### config.mk
export PLATFORM = sky130hd
export DESIGN_NAME = rr_prio_arbiter
export DESIGN_NICKNAME = d
export VERILOG_FILES = /design/src/rtl/rr_prio_arbiter.sv
export SDC_FILE = /design/constraint.sdc
export NUM_CORES = 1
export LEC_CHECK = 0
export CORE_MARGIN = 1.5
export CORE_UTILIZATION = 44
export DETAILED_ROUTE_END_ITERATION = 8
export PLACE_DENSITY = 0.85
export SYNTH_ARGS = -nofsm -noshare
export SYNTH_HDL_FRONTEND = slang
export SYNTH_SLANG_ARGS = --single-unit
### constraint.sdc
create_clock -name clock -period 2.3 [get_ports clock]
set_clock_uncertainty 0.15 [all_clocks]
set_input_delay 0.345 -clock clock [delete_from_list [all_inputs] [get_ports clock]]
set_output_delay 0.345 -clock clock [all_outputs]
set_load 0.03 [all_outputs]
### src/rtl/rr_prio_arbiter.sv
// Round-robin / fixed-priority arbiter with a registered, non-preemptive grant.
// Once a unit is granted, it keeps the grant until it drops its request.
// At that point the grant moves straight to the next winner, with no idle cycle.
module rr_prio_arbiter #(
    parameter int NUMUNITS     = 4,
    parameter int ADDRESSWIDTH = 2
) (
    input  logic                             clock,
    input  logic                             rst,
    input  logic                             roundORpriority,
    input  logic [NUMUNITS-1:0]              request,
    input  logic [ADDRESSWIDTH*NUMUNITS-1:0] priorit,
    output logic [NUMUNITS-1:0]              grant,
    output logic [ADDRESSWIDTH-1:0]          grant_idx
);

    typedef enum logic {IDLE = 1'b0, BUSY = 1'b1} state_t;

    localparam logic [ADDRESSWIDTH-1:0] LAST_RESET = ADDRESSWIDTH'(NUMUNITS - 1);

    state_t                  state, state_nxt;
    logic [NUMUNITS-1:0]     grant_nxt;
    logic [ADDRESSWIDTH-1:0] grant_idx_nxt;
    logic [ADDRESSWIDTH-1:0] last_idx, last_idx_nxt;
    logic [ADDRESSWIDTH-1:0] winner;

    // Round-robin pick: first requester above last, wrapping modulo NUMUNITS.
    // The last unit itself is searched last.
    function automatic logic [ADDRESSWIDTH-1:0] rr_pick(
        input logic [NUMUNITS-1:0]     req,
        input logic [ADDRESSWIDTH-1:0] last
    );
        logic [ADDRESSWIDTH-1:0] pick;
        logic                    found;
        int                      idx;
        pick  = '0;
        found = 1'b0;
        for (int k = 1; k <= NUMUNITS; k++) begin
            idx = int'(last) + k;
            if (idx >= NUMUNITS) idx = idx - NUMUNITS;
            if (!found && req[idx]) begin
                found = 1'b1;
                pick  = ADDRESSWIDTH'(idx);
            end
        end
        return pick;
    endfunction

    // Priority pick: largest priority field wins.
    // The strict compare leaves ties with the lowest index.
    function automatic logic [ADDRESSWIDTH-1:0] prio_pick(
        input logic [NUMUNITS-1:0]              req,
        input logic [ADDRESSWIDTH*NUMUNITS-1:0] prio
    );
        logic [ADDRESSWIDTH-1:0] pick;
        logic [ADDRESSWIDTH-1:0] best;
        logic                    found;
        pick  = '0;
        best  = '0;
        found = 1'b0;
        for (int i = 0; i < NUMUNITS; i++) begin
            if (req[i] && (!found || prio[ADDRESSWIDTH*i +: ADDRESSWIDTH] > best)) begin
                found = 1'b1;
                best  = prio[ADDRESSWIDTH*i +: ADDRESSWIDTH];
                pick  = ADDRESSWIDTH'(i);
            end
        end
        return pick;
    endfunction

    // Winner among the current requests.
    // It is only used when the holder has dropped its request, so the holder is already excluded.
    always_comb begin
        winner = '0;
        if (roundORpriority) winner = prio_pick(request, priorit);
        else                 winner = rr_pick(request, last_idx);
    end

    // Next-state logic: arbitrate from IDLE or on holder release, otherwise hold.
    always_comb begin
        state_nxt     = state;
        grant_nxt     = grant;
        grant_idx_nxt = grant_idx;
        last_idx_nxt  = last_idx;
        case (state)
            IDLE: begin
                if (request != '0) begin
                    state_nxt     = BUSY;
                    grant_nxt     = NUMUNITS'(1) << winner;
                    grant_idx_nxt = winner;
                    last_idx_nxt  = winner;
                end else begin
                    grant_nxt     = '0;
                    grant_idx_nxt = '0;
                end
            end
            BUSY: begin
                if (request[grant_idx]) begin
                    state_nxt = BUSY;
                end else if (request != '0) begin
                    grant_nxt     = NUMUNITS'(1) << winner;
                    grant_idx_nxt = winner;
                    last_idx_nxt  = winner;
                end else begin
                    state_nxt     = IDLE;
                    grant_nxt     = '0;
                    grant_idx_nxt = '0;
                end
            end
            default: begin
                state_nxt     = IDLE;
                grant_nxt     = '0;
                grant_idx_nxt = '0;
            end
        endcase
    end

    // State and grant registers.
    // Reset clears the grant immediately and primes the pointer so unit 0 wins first.
    always_ff @(posedge clock or posedge rst) begin
        if (rst) begin
            state     <= IDLE;
            grant     <= '0;
            grant_idx <= '0;
            last_idx  <= LAST_RESET;
        end else begin
            state     <= state_nxt;
            grant     <= grant_nxt;
            grant_idx <= grant_idx_nxt;
            last_idx  <= last_idx_nxt;
        end
    end

endmodule

**Word-level counts from Yosys, hierarchy flattened**

Index checks and enable logic that the tools add are counted.

- Output and inout port bits: 6
- Register bits after elaboration: 9
- Logic and storage cells: 103

- Muxes and demuxes: 60
- Magnitude comparators: 12
- Add/sub/neg operators: 8
- Shift operators: 1
- Reduce and logical (&&, ||, !) cells: 16
- Eq/ne operators: 1
- Bitwise logic cells: 1

Operators with widths:

| kind | count |
|---|---|
| 32-bit 2-to-1 mux | 8 |
| 32-bit by 4-bit < comparator with 1-bit output, second input constant | 4 |
| 2-bit 2-to-1 mux | 17 |
| 1-bit 2-to-1 mux | 24 |
| 3-bit by 3-bit subtractor with 4-bit output, second input constant | 3 |
| 1-bit binary-select mux with 2-bit select | 5 |
| 3-bit >= comparator, second input constant | 3 |
| 4-bit 2-to-1 mux | 2 |
| 2-bit one-hot mux with 2 select lines | 2 |
| 4-bit one-hot mux with 2 select lines | 1 |
| 2-bit by 2-bit adder with 3-bit output, second input constant | 2 |
| 2-bit greater-than comparator | 3 |
| 1-bit logical AND | 6 |
| 1-bit logical NOT | 6 |
| 4-bit by 3-bit subtractor with 5-bit output, second input constant | 1 |
| 2-bit by 3-bit adder with 4-bit output, second input constant | 1 |
| 4-bit by 3-bit >= comparator with 1-bit output, second input constant | 1 |
| 4-bit nonzero test | 1 |
| 1-bit by 2-bit left shift with 4-bit output, first input constant | 1 |
| 2-bit by 1-bit adder with 3-bit output, second input constant | 1 |
| 1-bit logical OR | 3 |
| 2-bit by 3-bit < comparator with 1-bit output, second input constant | 1 |
| 2-bit != test, second input constant | 1 |
| 1-bit one-hot mux with 2 select lines | 1 |
| 1-bit inverter | 1 |

**Longest topological paths before layout**

Gate-level depths: netlist of run 1.

- Word-level depth: 25
- Mapped depth: 18
- Depth with buffers taken out: 17

**Least setup slack after synthesis of run 1**

OpenSTA, ideal clock, no wires.

- Path type: input port to flip-flop
- From: input request[0]
- To: register grant_idx[0]
- Arrival: 3.492 ns
- Cell stages on the path: 18
- Library setup time: 0.121 ns
- Path slack: -1.463 ns
- Cells stage by stage: buf_4 > nand2_1 > ha_1 > nor2b_1 > o311ai_4 > nor2_1 > a31oi_1 > ha_1 > nor2b_1 > o311ai_4 > nor2_1 > a21o_1 > ha_1 > nor2b_1 > o211ai_1 > nand3_1 > o21a_1 > a22o_1

- Cells in the longest elaborated chain, start to end: 20
- Elaborated cells on any way between the ends: 63
- Classes of those cells: order compare: 3; eq/ne: 1; mux: 43; reduce/logical: 16

RTL lines:

| element | line | source |
|---|---|---|
| start: declaration | 11 | `input logic [NUMUNITS-1:0] request,` |
| 2-bit 2-to-1 mux (tied with other cells) | 62 | `if (req[i] && (!found \|\| prio[ADDRESSWIDTH*i +: ADDRESSWIDTH] > best)) begin` |
| 2-bit 2-to-1 mux (tied with other cells) | 75 | `if (roundORpriority) winner = prio_pick(request, priorit);` |
| 2-bit greater-than comparator (tied with other cells) | 62 |  |
| 1-bit logical OR or 1-bit 2-to-1 mux (tied branches) | 62, 41 |  |
| 1-bit logical AND or 1-bit 2-to-1 mux (tied branches) | 62, 75 |  |
| 2-bit 2-to-1 mux (tied with other cells) | 62 |  |
| 2-bit 2-to-1 mux (tied with other cells) | 75 |  |
| 2-bit greater-than comparator (tied with other cells) | 62 |  |
| [4 not listed] | - |  |
| 2-bit greater-than comparator (tied with other cells) | 62 |  |
| 1-bit logical OR or 1-bit logical NOT (tied branches) | 62, 41 |  |
| 1-bit logical AND, on equally long branches | 62, 41 |  |
| 2-bit 2-to-1 mux, on equally long branches | 62, 41 |  |
| 2-bit 2-to-1 mux | 75 |  |
| 2-bit 2-to-1 mux | 87, 100 |  |
| 2-bit 2-to-1 mux | 98 | `if (request[grant_idx]) begin` |
| 2-bit one-hot mux with 2 select lines | 85 | `case (state)` |
| end signal: assignment | 129 | `grant_idx <= grant_idx_nxt;` |
| end: declaration | 14 | `output logic [ADDRESSWIDTH-1:0] grant_idx` |

Several ways; a longest one is shown, not always the timed one. The select of a mux whose other input is x is not followed.
A chain may end at the register's enable or synchronous reset.

**Final worst setup path of run 1**

- From: input request[0]
- To: register grant[0]

- Cells in the longest elaborated chain, start to end: 21
- Elaborated cells on any way between the ends: 64
- Classes of those cells: order compare: 3; eq/ne: 1; shift: 1; mux: 43; reduce/logical: 16

RTL lines:

| element | line | source |
|---|---|---|
| 2-bit 2-to-1 mux (tied with other cells) | 62 |  |
| 2-bit 2-to-1 mux (tied with other cells) | 75 |  |
| 2-bit greater-than comparator (tied with other cells) | 62 |  |
| 1-bit logical OR or 1-bit 2-to-1 mux (tied branches) | 62, 41 |  |
| 1-bit logical AND or 1-bit 2-to-1 mux (tied branches) | 62, 75 |  |
| 2-bit 2-to-1 mux (tied with other cells) | 62 |  |
| 2-bit 2-to-1 mux (tied with other cells) | 75 |  |
| 2-bit greater-than comparator (tied with other cells) | 62 |  |
| [5 not listed] | - |  |
| 1-bit logical OR or 1-bit logical NOT (tied branches) | 62, 41 |  |
| 1-bit logical AND, on equally long branches | 62, 41 |  |
| 2-bit 2-to-1 mux, on equally long branches | 62, 41 |  |
| 2-bit 2-to-1 mux | 75 |  |
| 1-bit by 2-bit left shift with 4-bit output | 89, 101 |  |
| 4-bit 2-to-1 mux | 87, 100 |  |
| 4-bit 2-to-1 mux | 98 |  |
| 4-bit one-hot mux with 2 select lines | 85 |  |
| end signal: assignment | 128 | `grant <= grant_nxt;` |
| end: declaration | 13 | `output logic [NUMUNITS-1:0] grant,` |

Several ways; a longest one is shown, not always the timed one. The select of a mux whose other input is x is not followed.

==> impl_results.md, run 1 <==
* Via count of the routed design at 829
* Horiz. Die Dim at 46.36 µm
* Worst EP required at 2340 ps
* Arrival time reported for the critical path endpoint at 3490 ps
* Final HPWL DP at 1697 µm
* Total number of clock tree sinks at 9
* Summed instance area of the synthesized netlist at 827.0 µm²
* Critical-path top delay cell: sky130_fd_sc_hd__a211o_1
* Post-route DRC violation count at 0
* LEAKAGE at 0.5682 nW
* Tmin final at 3450 ps
* Dominant register cell in the synthesized netlist: sky130_fd_sc_hd__dfrtp_1
* Post-synthesis async set-or-reset flop share at 100.0%
* Buf+Inv Stages, Crit Path at 1
* Starting density of the core at 47.38%
* Fill count at 125
* Layout cells sized above 1 at 40.94%
* Area growth syn-to-layout at 57.34%
* Count of antenna-violating nets left after detailed routing at 0
* Top Family by Delay on Critical Path: compound AO/OA/AOI/OAI gates
* Number of instances in the placed design at 144
* Post-Route Utilization at 74.55%
* Final worst-path cycle share at 150.0%
* Ys Warns at 0
* Worst slew slack as a fraction of its limit at 71.17%
* Hold bufs inserted after CTS at 0
* Longest Clk Path Bufs at 2
* Area of the placeable core at 1745 µm²
* Row count at 15
* Post-CTS clock slew at the launch and capture registers of the worst setup and hold paths at 60 ps
* Total power at 1.116 mW
* RSZ-0062 raised after global routing: yes
* Unique cell type count in the Yosys netlist at 40
* Count of routing violations after the opening detailed-route iteration at 22
* Mean routed wirelength per cell at 14.72 µm
* Post-synthesis net count at 110
* Remaining global-route overflow at 0
* Pin count of the biggest net entering global routing at 13
* Number of antenna violations at the first check in global routing at 0
* Clock tree from TritonCTS: yes
* Failing checks: negative setup slack
* Total inserted antenna cells at 0
* Final instance count without filler cells at 152
* Number of synthesized register bits at 9
* Max-capacitance violation count at 0
* Top fanout value on the critical path at 4
* Number of flops mapped to enable cells by yosys at 0
* Met3 Resource Use GR at 6.275%
* Die boundary height at 46.36 µm
* GR Util met2 at 42.50%
* Total number of H-tree levels at 1
* Hold Violations, Final at 0
* Pin slew with the least headroom to its limit at 431.1 ps
* Post-Syn Instances at 89
* IO buf count at 20
* Kind of critical path: in -> reg
* Detailed-route wire length at 2237 µm
* Number of failing setup endpoints in the final timing report at 8
* Clock latency at the later pin of the worst-skew pair at 260 ps
* Global-route wire length before repair at 3581 µm
* Clock root buffer: sky130_fd_sc_hd__clkbuf_4
* PD cells at 857.3 nW/µm²
* Hold/Removal Path Class: in -> async
* Busiest layer in global routing: met2
* Total CTS buffers at 3
* Status: complete, but fails checks
* Seq/Total Area, Yosys at 27.53%
* Endpoint kind of the worst setup timing path: flip-flop
* Vias per cell at 5.454
* Gpl congestion at 0.8218
* Maximum ir drop on the vdd rail at 0.0004753 V
* Die Area at 2149 µm²
* Mean instance size in the synthesized netlist at 9.293 µm²
* Pins Over Slew Limit at 0
* Cell breakdown of the critical path: buf_8 > nand2_4 > ha_4 > nor2b_4 > o311ai_4 > nor2_2 > a31oi_2 > ha_1 > nor2b_4 > o311ai_4 > nor2_1 > a21o_1 > ha_4 > nor2b_1 > o211ai_1 > nand4_1 > a211o_1 > o21ai_1
* I/O pin total at 21
* M1 GR Usage at 28.30%
* Number of global-route vias before repair at 807
* Least setup slack across all paths after layout at -1150 ps
* Maximum clock rate at 289.9 MHz
* CP peak stage delay at 340 ps
* Net count, final at 149
* Iteration count of the initial detailed-routing pass at 4
* Kind of start point of the critical path: input port
* Global-route total usage across every layer at 23.86%
-- routing by layer --
layer,part of all wire (%),wire length (µm)
met2,54,1201
met4,0.85,19
met3,4.9,109
met5,0,0
met1,41,907
-- power breakdown --
group | internal [mW] | total (mW) | switching [mW]
logic | 0.332 | 0.690 | 0.357
clock network | 0.0670 | 0.125 | 0.0578
registers | 0.237 | 0.301 | 0.0646
-- cells in the final DEF (no fill, tap or decap), types with 2 or more instances in the layout --
| master | instances |
|---|---|
| sky130_fd_sc_hd__o21ai_2 | 2 |
| sky130_fd_sc_hd__inv_1 | 9 |
| sky130_fd_sc_hd__nand2_1 | 6 |
| sky130_fd_sc_hd__nor2b_4 | 2 |
| sky130_fd_sc_hd__dfrtp_1 | 7 |
| sky130_fd_sc_hd__buf_4 | 18 |
| sky130_fd_sc_hd__clkdlybuf4s50_1 | 15 |
| sky130_fd_sc_hd__ha_4 | 3 |
| sky130_fd_sc_hd__nor2b_1 | 2 |
| sky130_fd_sc_hd__mux2i_1 | 3 |
| sky130_fd_sc_hd__o21ai_0 | 2 |
| sky130_fd_sc_hd__nor2_2 | 3 |
| sky130_fd_sc_hd__nand4_1 | 2 |
| sky130_fd_sc_hd__o211ai_2 | 2 |
| sky130_fd_sc_hd__clkbuf_4 | 3 |
| sky130_fd_sc_hd__o21ai_1 | 3 |
| sky130_fd_sc_hd__a221oi_1 | 2 |
| sky130_fd_sc_hd__a22o_1 | 2 |
| sky130_fd_sc_hd__inv_2 | 2 |
| sky130_fd_sc_hd__nand3_4 | 2 |
| sky130_fd_sc_hd__buf_6 | 2 |
| sky130_fd_sc_hd__o311ai_4 | 2 |
| sky130_fd_sc_hd__dfstp_2 | 2 |
| sky130_fd_sc_hd__ha_1 | 3 |
-- synth_stat cells (all sizes together) (3+ instances only) --
cell / instances / area (µm²)
inv: 11 / 41.29
dfrtp: 7 / 175.2
nand2: 7 / 26.28
o21ai: 7 / 35.03
ha: 6 / 75.07
buf: 4 / 28.78
nor2: 4 / 20.02
nor2b: 4 / 25.02
mux2i: 3 / 30.03
nand3: 3 / 15.01
o211ai: 3 / 32.53
-- flip-flops by register name, indices dropped and copies added, names as in the netlist --
name	cells
grant	4
grant_idx	2
state	1
last_idx	2
-- cells by family (layout without fill, tap and decap cells) --
kind of cell	after synthesis	count (layout)	synth area share, %
flops	9	9	27.53
fa+ha+maj	6	6	9.077
mux	4	4	4.992
compound gates	26	26	29.65
buf+inv	15	53	8.472
simple gates	29	29	20.27
-- repair_timing --
item,CTS,global route
buffers inserted,4,0
endpoints found under the setup margin,8,8
gates resized for setup,31,7
pin swaps,18,5
-- stage by stage --
stage | worst slack [ps] | cell area, µm² | TNS [ps] | hold slack [ps]
after global placement | -1978 | 1170 | -15050 | 321.7
after floorplan | -1448 | 874.6 | -10760 | 21.49
after CTS | -1210 | 1264 | -8864 | 205.2
after detailed placement | -2099 | 1170 | -15940 | 335.3
final | -1150 | 1301 | -8471 | 191.5
after global routing | -1282 | 1301 | -9525 | 231.1
-- cell type report --
type | instances | area, µm² | share of cell area (%)
sequential | 9 | 227.7 | 17.50
tap | 25 | 31.28 | 2.404
multi-input combinational | 65 | 636.9 | 48.94
clock buffer | 4 | 26.28 | 2.019
timing repair buffer | 38 | 337.8 | 25.96
inverter | 11 | 41.29 | 3.173
-- path summary, 6_finish.rpt --
| check | startpoint | end | slack [ps] | cells after the start |
|---|---|---|---|---|
| setup / recovery | request[0] | grant[0]$_DFFE_PP0N_ | -1150 | 18 |
| min in group clock | grant[1]$_DFFE_PP0N_ | grant[1]$_DFFE_PP0N_ | 340 | 2 |
| hold / removal | rst | grant[1]$_DFFE_PP0N_ | 190 | 2 |
| max in group asynchronous | rst | last_idx[1]$_DFFE_PP1P_ | 1510 | 2 |
| hold reg to reg | grant[1]$_DFFE_PP0N_ | grant[1]$_DFFE_PP0N_ | 340 | 2 |
| setup reg to reg | last_idx[1]$_DFFE_PP1P_ | grant[3]$_DFFE_PP0N_ | 460 | 5 |
Power figures use the tool's default switching activity.
==> run 2: changes to the inputs <==
--- a/config.mk
+++ b/config.mk
@@ -5,10 +5,12 @@
 export SDC_FILE = /design/constraint.sdc
 export NUM_CORES = 1
 export LEC_CHECK = 0
+export CELL_PAD_IN_SITES_DETAIL_PLACEMENT = 2
+export CELL_PAD_IN_SITES_GLOBAL_PLACEMENT = 2
 export CORE_MARGIN = 1.5
-export CORE_UTILIZATION = 44
+export CORE_UTILIZATION = 28
 export DETAILED_ROUTE_END_ITERATION = 8
-export PLACE_DENSITY = 0.85
+export PLACE_DENSITY = 0.89
 export SYNTH_ARGS = -nofsm -noshare
 export SYNTH_HDL_FRONTEND = slang
 export SYNTH_SLANG_ARGS = --single-unit
==> impl_results.md, run 2 (synthesis results as in run 1) <==
* Hold/Removal Path Class: in -> async
* I/O pin total at 21 (unchanged)
* Arrival time reported for the critical path endpoint at 4040 ps (+550 ps)
* Pin slew with the least headroom to its limit at 428.0 ps (-3.034 ps)
* Maximum clock rate at 247.4 MHz (-15%)
* Mean routed wirelength per cell at 29.54 µm (+100%)
* Kind of critical path: in -> reg
* Remaining global-route overflow at 0 (unchanged)
* Area of the placeable core at 2781 µm² (+59%)
* PD cells at 908.1 nW/µm² (+5.9%)
* Final HPWL DP at 2540 µm (+50%)
* Number of global-route vias before repair at 1101 (+36%)
* Total inserted antenna cells at 0 (unchanged)
* Clock tree from TritonCTS: yes
* Post-CTS clock slew at the launch and capture registers of the worst setup and hold paths at 60 ps (about the same)
* Worst EP required at 2300 ps (-40 ps)
* Area growth syn-to-layout at 77.16%
* Kind of start point of the critical path: input port
* Hold Violations, Final at 0 (unchanged)
* Clock latency at the later pin of the worst-skew pair at 270 ps (about the same)
* Least setup slack across all paths after layout at -1741 ps (-591.3 ps)
* Cell breakdown of the critical path: buf_8 > nand2_4 > ha_4 > nor2b_4 > o311ai_4 > buf_6 > nand2_1 > o21ai_1 > ha_2 > nor2b_4 > o311ai_4 > buf_4 > a21o_1 > ha_4 > nor2b_4 > o211ai_1 > buf_4 > nand3_4 > o21a_1 > a22o_1
* Global-route wire length before repair at 6313 µm (+76%)
* Biggest regs: grant x4, grant_idx x2, last_idx x2
* Number of antenna violations at the first check in global routing at 0 (unchanged)
* Register with the highest flop count: grant
* Total number of clock tree sinks at 9 (unchanged)
* Net count, final at 160 (+7.4%)
* Die Area at 3289 µm² (+53%)
* IO buf count at 20 (unchanged)
* Critical-path top delay cell: sky130_fd_sc_hd__o311ai_4
* Detailed-route wire length at 4993 µm (+120%)
* Tmin final at 4041 ps (+591.3 ps)
* Clock root buffer: sky130_fd_sc_hd__clkbuf_4
* Failing checks: negative setup slack
* Cell repeated most along the worst path: sky130_fd_sc_hd__nor2b_4
* Most frequent cells in the layout: 28 x sky130_fd_sc_hd__buf_4, 15 x sky130_fd_sc_hd__clkdlybuf4s50_1, 9 x sky130_fd_sc_hd__inv_1
* Maximum ir drop on the vdd rail at 0.0008683 V (+83%)
* Post-route design area at 1465 µm² (+13%)
* Iteration count of the initial detailed-routing pass at 4 (unchanged)
* Die boundary height at 57.35 µm (+24%)
* Max-capacitance violation count at 0 (unchanged)
* Top fanout value on the critical path at 3 (-1)
* Buf+Inv Stages, Crit Path at 4 (+3)
* Pin count of the biggest net entering global routing at 12 (-1)
* Longest Clk Path Bufs at 2 (unchanged)
* RSZ-0062 raised after global routing: yes
* Global-route total usage across every layer at 26.35% (+2.5 points)
* Post-route DRC violation count at 0 (unchanged)
* Endpoint kind of the worst setup timing path: flip-flop
* Hold bufs inserted after CTS at 0 (unchanged)
* Summed negative setup slack over all endpoints at -13140 ps (-4670 ps)
* Total number of H-tree levels at 1 (unchanged)
* LEAKAGE at 0.6353 nW (+12%)
* Layout cells sized above 1 at 52.17% (+11 points)
* Post-Place Cell Area at 1207 µm² (+3.2%)
* Gpl congestion at 0.7438 (-9.5%)
* Vias per cell at 5.799 (+6.3%)
* Horiz. Die Dim at 57.35 µm (+24%)
* Row count at 19 (+4)
* Status: complete, but fails checks
* Number of failing setup endpoints in the final timing report at 8 (unchanged)
* Top Family by Delay on Critical Path: compound AO/OA/AOI/OAI gates
* Total CTS buffers at 3 (unchanged)
* Count of routing violations after the opening detailed-route iteration at 32 (+45%)
* CP peak stage delay at 370 ps (+30 ps)
* Final worst-path cycle share at 175.7% (+26 points)
* Setup slack on the worst flop-to-flop path at 170 ps (-290 ps)
* Leading cell type in the layout, fill and taps excluded: sky130_fd_sc_hd__buf_4
* Count of antenna-violating nets left after detailed routing at 0 (unchanged)
* Starting density of the core at 29.73% (-18 points)
* Largest register FFs at 4 (unchanged)
* Via count of the routed design at 980 (+18%)
* Pins Over Slew Limit at 0 (unchanged)
* Worst slew slack as a fraction of its limit at 71.38% (+0.21 points)
-- run 2: cell count changes in the layout (fill, tap and decap cells not counted), sizes merged --
cell	before	now
buf	22	33
-- run 2: worst paths after layout --
kind | depth (start not counted) | from | end
max in group asynchronous | 2 | rst | last_idx[0]$_DFFE_PP1P_
min | 2 | rst | state$_DFF_PP0_
min in group clock | 1 | grant[3]$_DFFE_PP0N_ | grant[3]$_DFFE_PP0N_
max reg2reg | 5 | last_idx[0]$_DFFE_PP1P_ | grant[1]$_DFFE_PP0N_
min reg2reg | 1 | grant[3]$_DFFE_PP0N_ | grant[3]$_DFFE_PP0N_
max | 20 | request[0] | grant_idx[0]$_DFFE_PP0N_
-- run 2: area by class of cell --
type / count / area, µm²
fillers: 287 / 1316
multi-input cells: 65 / 706.9
repair buffers: 49 / 424.2
flip-flops and latches: 9 / 227.7
inverters: 11 / 41.29
well taps: 31 / 38.79
clock buffers: 4 / 26.28
-- run 2: metal layers --
layer | track usage (%) | vias to the layer above | routed length [µm]
li1 | - | 429 | -
met4 | 5.648 | 0 | 203
met5 | 0 | - | 0
met3 | 5.669 | 18 | 262
met1 | 32.16 | 483 | 1985
met2 | 47.24 | 50 | 2541
-- run 2: repair_timing --
action                                  4_1_cts  5_1_grt
pin swaps                                    15       16
endpoints found under the setup margin        8        8
cloned                                        0        0
setup buffers                                 4        7
hold endpoints to repair                      0        0
gates resized for setup                      37       16
-- run 2: power breakdown --
part,internal [mW],switching [mW],total [mW]
logic,0.386,0.494,0.880
clock network,0.0672,0.0608,0.128
registers,0.237,0.0856,0.323
-- run 2: stage by stage --
step	instances	hold WS (ps)	utilization, %	power, mW	setup WS [ps]
CTS	162	209.7	47.55	1.155	-1338
global route	169	246.2	52.68	1.381	-1762
detailed placement	154	346.0	43.41	0.9780	-2349
floorplan	89	21.49	-	0.6912	-1448
finish	169	197.5	52.68	1.331	-1741
global placement	154	323.1	43.41	0.9220	-1965
==> run 3: changes to the inputs <==
--- a/config.mk
+++ b/config.mk
@@ -11,6 +11,7 @@
 export CORE_UTILIZATION = 28
 export DETAILED_ROUTE_END_ITERATION = 8
 export PLACE_DENSITY = 0.89
+export REMOVE_ABC_BUFFERS = 1
 export SYNTH_ARGS = -nofsm -noshare
 export SYNTH_HDL_FRONTEND = slang
 export SYNTH_SLANG_ARGS = --single-unit
==> impl_results.md, run 3 (synthesis results as in run 1) <==
* Post-placement setup slack at -2209 ps (+139.6 ps)
* Register with the highest flop count: grant
* Number of global-route vias before repair at 1131 (+2.7%)
* Top sig layer: met4
* Starting density of the core at 29.73% (unchanged)
* Post-route design area at 1503 µm² (+2.6%)
* Longest Clk Path Bufs at 2 (unchanged)
* Maximum ir drop on the vdd rail at 0.0006115 V (-30%)
* Setup slack on the worst flop-to-flop path at 180 ps (about the same)
* Clock tree from TritonCTS: yes
* Clock root buffer: sky130_fd_sc_hd__clkbuf_4
* Area growth syn-to-layout at 81.69%
* Via count of the routed design at 949 (-3.2%)
* I/O pin total at 21 (unchanged)
* Gpl congestion at 0.7707 (+3.6%)
* Worst slew slack as a fraction of its limit at 66.41% (-5.0 points)
* Detailed-route wire length at 4487 µm (-10%)
* Post-CTS clock slew at the launch and capture registers of the worst setup and hold paths at 80 ps (+20 ps)
* Failing checks: negative setup slack
* Horiz. Die Dim at 57.35 µm (unchanged)
* Clock latency at the later pin of the worst-skew pair at 280 ps (about the same)
* Hold bufs inserted after CTS at 0 (unchanged)
* Pin count of the biggest net entering global routing at 13 (+1)
* Iteration count of the initial detailed-routing pass at 4 (unchanged)
* LEAKAGE at 0.6439 nW (+1.4%)
* Mean routed wirelength per cell at 26.39 µm (-11%)
* Die Area at 3289 µm² (unchanged)
* Total CTS buffers at 3 (unchanged)
* Least setup slack across all paths after layout at -1549 ps (+192.5 ps)
* Number of failing setup endpoints in the final timing report at 8 (unchanged)
* Endpoint kind of the worst setup timing path: flip-flop
* Pin slew with the least headroom to its limit at 502.3 ps (+74.29 ps)
* Layout cells sized above 1 at 53.96% (+1.8 points)
* PD cells at 878.3 nW/µm² (-3.3%)
* Hold Violations, Final at 0 (unchanged)
* Biggest regs: grant x4, grant_idx x2, last_idx x2
* Area of the placeable core at 2781 µm² (unchanged)
* Worst EP required at 2320 ps (+20 ps)
* Global-route wire length before repair at 5761 µm (-8.7%)
* Pins Over Slew Limit at 0 (unchanged)
* Most frequent cells in the layout: 29 x sky130_fd_sc_hd__buf_4, 15 x sky130_fd_sc_hd__clkdlybuf4s50_1, 9 x sky130_fd_sc_hd__inv_1
* Net count, final at 161 (+0.63%)
* Reg-to-reg critical path endpoint: grant_idx[0]$_DFFE_PP0N_
* Vias per cell at 5.582 (-3.7%)
* Kind of start point of the critical path: input port
* Max-capacitance violation count at 0 (unchanged)
* Worst reg2reg path startpoint: last_idx[0]$_DFFE_PP1P_
* Depth of the worst register-to-register path at 5 (unchanged)
* Remaining global-route overflow at 0 (unchanged)
* IO buf count at 20 (unchanged)
* RSZ-0062 raised after global routing: yes
* Total inserted antenna cells at 0 (unchanged)
* Count of routing violations after the opening detailed-route iteration at 29 (-9.4%)
* Total number of H-tree levels at 1 (unchanged)
* Number of antenna violations at the first check in global routing at 0 (unchanged)
* Post-route DRC violation count at 0 (unchanged)
* Post-Place Cell Area at 1165 µm² (-3.5%)
* Hold/Removal Path Class: in -> async
* Final worst-path cycle share at 167.3% (-8.4 points)
* Total number of clock tree sinks at 9 (unchanged)
* Post-Route Utilization at 54.03% (+1.3 points)
* Count of antenna-violating nets left after detailed routing at 0 (unchanged)
* Die boundary height at 57.35 µm (unchanged)
* Maximum clock rate at 259.8 MHz (+5.0%)
* Largest register FFs at 4 (unchanged)
* Top fanout value on the critical path at 4 (+1)
* Status: complete, but fails checks
* Leading cell type in the layout, fill and taps excluded: sky130_fd_sc_hd__buf_4
* Kind of critical path: in -> reg
* Met1 Wirelength at 1906 µm (-4.0%)
* Met3 wirelength from detailed routing at 85 µm (-68%)
* Row count at 19 (unchanged)
* Detailed route wirelength on metal2 at 2347 µm (-7.6%)
* Global-route total usage across every layer at 24.08% (-2.3 points)
* Arrival time reported for the critical path endpoint at 3870 ps (-170 ps)
* Final HPWL DP at 2481 µm (-2.3%)
* Tmin final at 3849 ps (-192.5 ps)
[run 3: critical path, cell delays in order]
cell	delay (ps)
sky130_fd_sc_hd__clkdlybuf4s15_1	210
sky130_fd_sc_hd__inv_2	110
sky130_fd_sc_hd__ha_4	160
sky130_fd_sc_hd__nor2b_4	40
sky130_fd_sc_hd__o311ai_4	350
sky130_fd_sc_hd__nor2_2	120
sky130_fd_sc_hd__a31oi_4	200
sky130_fd_sc_hd__ha_4	230
sky130_fd_sc_hd__nor2b_4	130
sky130_fd_sc_hd__o311ai_4	290
sky130_fd_sc_hd__buf_4	180
sky130_fd_sc_hd__mux2_4	310
sky130_fd_sc_hd__ha_4	260
sky130_fd_sc_hd__nand2_2	50
sky130_fd_sc_hd__o211ai_1	130
sky130_fd_sc_hd__buf_4	180
sky130_fd_sc_hd__nand3_4	80
sky130_fd_sc_hd__o21a_1	250
sky130_fd_sc_hd__a22o_1	220
[run 3: per-layer routing]
metal	global-route usage (%)	vias up
li1	-	431
met1	24.51	481
met2	44.81	27
met3	3.401	10
met4	15.95	0
met5	0	-
[run 3: worst max-delay path by stage]
stage                                to  slack, ps        from
4_1_cts            grant[0]$_DFFE_PP0N_      -1510  priorit[1]
3_5_place_dp       grant[1]$_DFFE_PP0N_      -2210  request[0]
6_report       grant_idx[0]$_DFFE_PP0N_      -1550  priorit[2]
2_1_floorplan  grant_idx[0]$_DFFE_PP0N_      -1300  request[0]
3_3_place_gp   grant_idx[0]$_DFFE_PP0N_      -1940  request[0]
5_1_grt        grant_idx[0]$_DFFE_PP0N_      -1590  priorit[2]
[run 3: layout make-up]
cell class | count | area, µm²
fill | 274 | 1279
multi-input combinational | 65 | 737.0
timing repair buffer | 50 | 431.7
sequential | 9 | 227.7
inverter | 11 | 41.29
tap | 31 | 38.79
clock buffer | 4 | 26.28
[run 3: what timing repair did]
item / CTS / global route
resized for setup: 43 / 22
pin swaps: 20 / 24
setup buffers: 8 / 6
setup endpoints to repair: 8 / 8
[run 3: metrics by stage]
step	hold WS, ps	instances	setup TNS [ps]	power, mW
after CTS	210.2	165	-10990	1.187
after global routing	235.0	170	-11860	1.371
final	195.8	170	-11440	1.320
after floorplan	21.49	85	-9430	0.6634
after detailed placement	341.6	153	-17050	0.9587
after global placement	323.1	153	-14760	0.8981
[run 3: power breakdown]
part           switching (mW)  leakage (nW)  total [mW]  internal, mW
Clock                  0.0675        0.0150       0.135        0.0671
Combinational           0.478         0.523       0.871         0.393
Sequential             0.0778         0.106       0.315         0.237
Total                   0.623         0.644        1.32         0.697
